===== config.mk =====
export PLATFORM = sky130hd
export DESIGN_NAME = dump_record_fifo
export DESIGN_NICKNAME = d
export VERILOG_FILES = /design/src/rtl/dump_record_fifo.sv
export SDC_FILE = /design/constraint.sdc
export NUM_CORES = 2
export LEC_CHECK = 0
export CAP_MARGIN = 20
export CORE_ASPECT_RATIO = 2
export CORE_MARGIN = 5
export CORE_UTILIZATION = 40
export CTS_BUF_LIST = sky130_fd_sc_hd__clkbuf_16
export DETAILED_ROUTE_END_ITERATION = 16
export SETUP_SLACK_MARGIN = 0.05
export SKIP_CTS_REPAIR_TIMING = 1
export SLEW_MARGIN = 20
export SYNTH_ARGS = -nofsm -noshare
export SYNTH_HDL_FRONTEND = slang
export SYNTH_SLANG_ARGS = --single-unit

===== constraint.sdc =====
create_clock -name clk -period 13.7 [get_ports clk]
set_input_delay 2.74 -clock clk [delete_from_list [all_inputs] [get_ports clk]]
set_output_delay 2.74 -clock clk [all_outputs]
set_load 0.01 [all_outputs]

===== src/rtl/dump_record_fifo.sv =====
// rtl/dump_record_fifo.sv - record FIFO for channel-0 correlator dumps, drained over wishbone
//
// Purpose: each dump pulse captures one record of W 32-bit words in a single
// wide write. Firmware pops the head record one word at a time through the
// DATA register. A level interrupt reports that the fill level has reached the
// programmed watermark.
//
// Optional feature: define DUMP_FIFO_TIMESTAMP_EN to add a fifth word
// {8'h0, accum_count} to every record (W=5). When it is not defined, W=4 and
// accum_count is unused.
//
// Ports:
//   clk, rst                  clock, synchronous active-high reset
//   dump                      one-cycle capture pulse
//   i_/q_early/prompt/late    16-bit correlator accumulations
//   epoch                     11-bit epoch counter
//   accum_count               24-bit time-base count (timestamp build only)
//   wb_adr_i .. wb_ack_o      wishbone slave (regs at adr[3:2]: DATA, STATUS, CONTROL, reserved)
//   irq                       registered level interrupt, count >= watermark (watermark != 0)
module dump_record_fifo #(
    parameter int DEPTH = 16
) (
    input  logic        clk,
    input  logic        rst,
    input  logic        dump,
    input  logic [15:0] i_early,
    input  logic [15:0] q_early,
    input  logic [15:0] i_prompt,
    input  logic [15:0] q_prompt,
    input  logic [15:0] i_late,
    input  logic [15:0] q_late,
    input  logic [10:0] epoch,
    input  logic [23:0] accum_count,
    input  logic [31:0] wb_adr_i,
    input  logic [31:0] wb_dat_i,
    output logic [31:0] wb_dat_o,
    input  logic [3:0]  wb_sel_i,
    input  logic        wb_stb_i,
    input  logic        wb_cyc_i,
    input  logic        wb_we_i,
    output logic        wb_ack_o,
    output logic        irq
);
    localparam int AW = $clog2(DEPTH);
`ifdef DUMP_FIFO_TIMESTAMP_EN
    localparam int W = 5;
`else
    localparam int W = 4;
`endif
    localparam int RW = 32 * W;

    logic [RW-1:0] r_mem [DEPTH];
    logic [AW-1:0] r_wr_ptr;
    logic [AW-1:0] r_rd_ptr;
    logic [AW:0]   r_count;
    logic [2:0]    r_rd_word;
    logic          r_overflow;
    logic [5:0]    r_drops;
    logic [7:0]    r_watermark;
    logic          r_ack;
    logic [31:0]   r_dat;
    logic          r_irq;

    logic [RW-1:0] w_rec;
    logic [RW-1:0] w_head;
    logic [31:0]   w_head_word;
    logic [31:0]   w_rd_mux;
    logic [8:0]    w_count_ext;
    logic [AW:0]   w_count_nxt;
    logic [7:0]    w_wm_nxt;
    logic          w_access;
    logic          w_rd_data;
    logic          w_wr_ctrl;
    logic          w_flush;
    logic          w_clr;
    logic          w_empty;
    logic          w_full;
    logic          w_pop;
    logic          w_push;
    logic          w_drop;
    logic          w_unused;

    // Word 0 sits in the least significant 32 bits of the record.
`ifdef DUMP_FIFO_TIMESTAMP_EN
    assign w_rec = {{8'h0, accum_count}, {21'h0, epoch}, {i_late, q_late},
                    {i_prompt, q_prompt}, {i_early, q_early}};
    assign w_unused = ^{wb_sel_i, wb_adr_i[31:4], wb_adr_i[1:0], wb_dat_i[31:10], w_count_ext[8]};
`else
    assign w_rec = {{21'h0, epoch}, {i_late, q_late}, {i_prompt, q_prompt}, {i_early, q_early}};
    assign w_unused = ^{wb_sel_i, wb_adr_i[31:4], wb_adr_i[1:0], wb_dat_i[31:10], w_count_ext[8],
                        accum_count};
`endif

    // An access is taken only while ack is low, so every access gets one idle cycle after it.
    assign w_access  = wb_cyc_i & wb_stb_i & ~r_ack;
    assign w_rd_data = w_access & ~wb_we_i & (wb_adr_i[3:2] == 2'd0);
    assign w_wr_ctrl = w_access & wb_we_i & (wb_adr_i[3:2] == 2'd2);
    assign w_flush   = w_wr_ctrl & wb_dat_i[8];
    assign w_clr     = w_wr_ctrl & wb_dat_i[9];
    assign w_empty   = (r_count == '0);
    assign w_full    = (r_count == (AW+1)'(DEPTH));
    assign w_pop     = w_rd_data & ~w_empty & (r_rd_word == 3'(W - 1));
    // A record-completing pop frees a slot in the same cycle, so a dump is never lost then.
    assign w_push    = dump & ~w_flush & (~w_full | w_pop);
    assign w_drop    = dump & ~w_flush & w_full & ~w_pop;
    assign w_count_ext = 9'(r_count);
    assign w_wm_nxt  = w_wr_ctrl ? wb_dat_i[7:0] : r_watermark;

    always_comb begin
        w_head      = r_mem[r_rd_ptr];
        w_head_word = 32'h0;
        for (int k = 0; k < W; k++) begin
            if (r_rd_word == 3'(k)) begin
                w_head_word = w_head[32*k +: 32];
            end
        end
    end

    always_comb begin
        w_rd_mux = 32'h0;
        case (wb_adr_i[3:2])
            2'd0:    w_rd_mux = w_empty ? 32'h0 : w_head_word;
            2'd1:    w_rd_mux = {16'h0, w_count_ext[7:0], r_drops, r_overflow, w_empty};
            2'd2:    w_rd_mux = {24'h0, r_watermark};
            default: w_rd_mux = 32'h0;
        endcase
    end

    always_comb begin
        w_count_nxt = r_count;
        if (w_flush) begin
            w_count_nxt = '0;
        end else if (w_push && !w_pop) begin
            w_count_nxt = r_count + 1'b1;
        end else if (w_pop && !w_push) begin
            w_count_nxt = r_count - 1'b1;
        end
    end

    always_ff @(posedge clk) begin
        if (w_push) begin
            r_mem[r_wr_ptr] <= w_rec;
        end
    end

    always_ff @(posedge clk) begin
        if (rst) begin
            r_wr_ptr    <= '0;
            r_rd_ptr    <= '0;
            r_count     <= '0;
            r_rd_word   <= '0;
            r_overflow  <= 1'b0;
            r_drops     <= '0;
            r_watermark <= '0;
            r_ack       <= 1'b0;
            r_dat       <= '0;
            r_irq       <= 1'b0;
        end else begin
            r_ack <= w_access;
            if (w_access) begin
                r_dat <= wb_we_i ? 32'h0 : w_rd_mux;
            end
            r_watermark <= w_wm_nxt;
            r_count     <= w_count_nxt;
            r_irq       <= (w_wm_nxt != 8'h0) && (9'(w_count_nxt) >= 9'(w_wm_nxt));

            if (w_flush) begin
                r_wr_ptr  <= '0;
                r_rd_ptr  <= '0;
                r_rd_word <= '0;
            end else begin
                if (w_push) begin
                    r_wr_ptr <= r_wr_ptr + 1'b1;
                end
                if (w_rd_data && !w_empty) begin
                    if (w_pop) begin
                        r_rd_ptr  <= r_rd_ptr + 1'b1;
                        r_rd_word <= '0;
                    end else begin
                        r_rd_word <= r_rd_word + 1'b1;
                    end
                end
            end

            if (w_clr) begin
                r_overflow <= 1'b0;
                r_drops    <= '0;
            end
            // A drop in the same cycle as a clear is still recorded.
            if (w_drop) begin
                r_overflow <= 1'b1;
                if (w_clr) begin
                    r_drops <= 6'd1;
                end else if (r_drops != 6'd63) begin
                    r_drops <= r_drops + 1'b1;
                end
            end
        end
    end

    assign wb_dat_o = r_dat;
    assign wb_ack_o = r_ack;
    assign irq      = r_irq;
endmodule

==> flow_summary.toml <==
[timing]
maxSlewViolCount = 0
fmax_ghz = 0.1386
fin_skew_ns = 0.04416
hold_viol = 0
tightest_slew_ns = 1.154
fin_tns_setup_ns = 0
setup_viol = 0
post-route-min-period_ns = 7.214
rsz0062_at_grt = "no"
relSlewSlack = 0.2305
setup_slack_ns = 6.486
finalCritPeriodShare = 0.5266

[pwr]
p_comb_frac = 0.027
swShare = 0.2007
p_per_area_nw_per_um2 = 136.9
power_uw = 10670
p_leak_uw = 0.02350
clockPowerShare = 0.406
p_int_uw = 8531
switching_power_uw = 2141
max-vdd-ir-drop_mv = 0.08120
p_seq_frac = 0.567

[route]
wl_per_cell_um = 30.07
routed_via_density = 5.698
top_layer_used = "met5"
firstDrtPassIters = 6
wl_met2_mm = 94.67
routed_wl_mm = 178.8
route.met3.wl_mm = 9.865
m1WireLength_mm = 65.56
drtIter0Drc = 2790
vias = 33890
drc = 0
ant_nets = 0

[clock_network]
cts_made_buffers = 158
cts_max_level = 4
cts-root-buf = "clkbuf_16"
clkTransAtPathRegs_ns = 0.06
cts_tree = "built"
clockBufferDepth = 4
clk_latency_ns = 0.80
clock_sinks = 1781

[outcome]
status = "finished, final reports clean"

[layout]
finalNonFillerCells = 5947
most-common-layout-cells = "edfxtp_1, mux4_2, clkbuf_16, clkdlybuf4s50_1, mux2i_1"
areaGrowthSynthToFinish_pct = 13.57
final_area_um2 = 77940
drive_gt1_frac = 0.2036
fill_cells = 14440
fin_nets = 3762
final_common_cell = "edfxtp_1"

[setup_path]
arrival_ns = 7.59
end_kind = "flip-flop"
crit_buf_inv = 3
crit_fanout = 50
worst_setup_path_start_kind = "input pin"
path_delay_family = "buffers and inverters"
worst-setup-path-type = "input pin to flip-flop"
crit_path_max_incr_delay_ns = 0.89
critPathSlowestCell = "buf_4"
cpMostUsedCell = "buf_4"
crit_path_cell_trace = "clkdlybuf4s50_1 -> nand4bb_1 -> or4_1 -> a21oi_4 -> nand2_1 -> nor2_4 -> buf_4 -> buf_4"
crit_required_ns = 14.08

[global_route]
antenna_found_initial = 25
gr-total-overflow = 0
grt_pass1_wl_mm = 256.3
grt_start_max_net_pins = 101
grt_pass1_vias = 35360
grt_usage = 0.1959

[floorplanning]
core-area_um2 = 171100
rows = 215
ioPinCount = 239
die_y_um = 595.8
die_w_um = 302.9
start_util = 0.4011
die_area_um2 = 180400

[run]
cap_viol_max_count = 0

[placement]
place_inst = 5656
portBuffers = 158
dp_slack_ns = 5.723
gp_congestion = 0.8405
post-dp-hpwl_mm = 103.5
place_area_um2 = 72960

[logic_synthesis]
synth_edf_count = 1712
ys_top_cells_by_area = "edfxtp_1, mux4_2, mux2i_1"
synth-seq-cells = 1781
ys_seq_area_frac = 0.7693
synthesis.area_um2 = 68620
syn_nets = 3538
ys_types = 71
synth-warning-count = 0
yosysTopAreaCell = "edfxtp_1"
syn_area_per_cell_um2 = 20.71
synth-main-ff-cell = "edfxtp_1"
synthCells = 3314
synth.top_cell.area_share = 0.7491
async_reset_ff_frac = 0

[hold_path]
min_path_type = "flip-flop to flip-flop"
-- power groups by stage --
stage,sequential (uW),clock [uW],combinational [uW]
after floorplan,6180,0,108
after global placement,6160,0,287
after detailed placement,6170,0,296
after CTS,6050,4420,296
after global routing,6050,4630,311
final,6050,4330,291
-- registers in the layout, indices dropped and copies added, names as in the netlist, named ones only --
register,count
wb_dat_o,32
irq,1
r_rd_word,3
r_overflow,1
wb_ack_o,1
r_wr_ptr,4
r_rd_ptr,4
r_watermark,8
r_count,5
r_drops,6
r_mem,1712
-- cells by family after synthesis --
group | share of synthesized area
flops | 0.7693
mux | 0.1428
buf+inv | 0.01532
compound gates | 0.04283
simple gates | 0.02494
xor+xnor | 0.001404
fa+ha+maj | 0.003464
-- synth_stat cells, drive strengths merged (56+ instances only) --
cell type	n
mux2i	152
nor2	89
buf	129
mux4	336
clkbuf	58
dfxtp	69
o22ai	61
a22oi	56
nand2	88
a21oi	62
edfxtp	1712
mux2	63
-- metrics by stage --
step           hold WS (ns)  utilization
2_1_floorplan        0.4579            -
3_3_place_gp         0.4703       0.4264
3_5_place_dp         0.4712       0.4264
4_1_cts              0.4965       0.4553
5_1_grt              0.5283       0.4554
6_report             0.4976       0.4555
-- layout make-up --
class                      instances  area [um2]  share of cell area
antenna                           15       37.54           0.0004816
clock buffer                     163        4079             0.05234
clock inverter                   113       860.8             0.01105
inverter                          13       48.80           0.0006261
multi-input combinational       1333       14910              0.1913
sequential                      1781       52800              0.6775
tap                             2278        2850             0.03657
timing repair buffer             251        2346             0.03010
-- per-layer routing --
metal / vias up / GRT usage
li1: 14300 / -
met5: - / 0
met3: 317 / 0.03308
met4: 18 / 0.08312
met2: 1098 / 0.3534
met1: 18150 / 0.2300
-- worst paths after layout --
path / from / end / slack, ns / cells past startpoint
worst max-delay path: wb_we_i / r_mem[15][26] / 6.49 / 8
worst max register to register: r_count[1] / r_mem[15][26] / 8.23 / 9
worst min-delay path: wb_dat_o[21] / wb_dat_o[21] / 0.50 / 1
worst min register to register: wb_dat_o[21] / wb_dat_o[21] / 0.50 / 1
(Power assumes the default switching activity.)
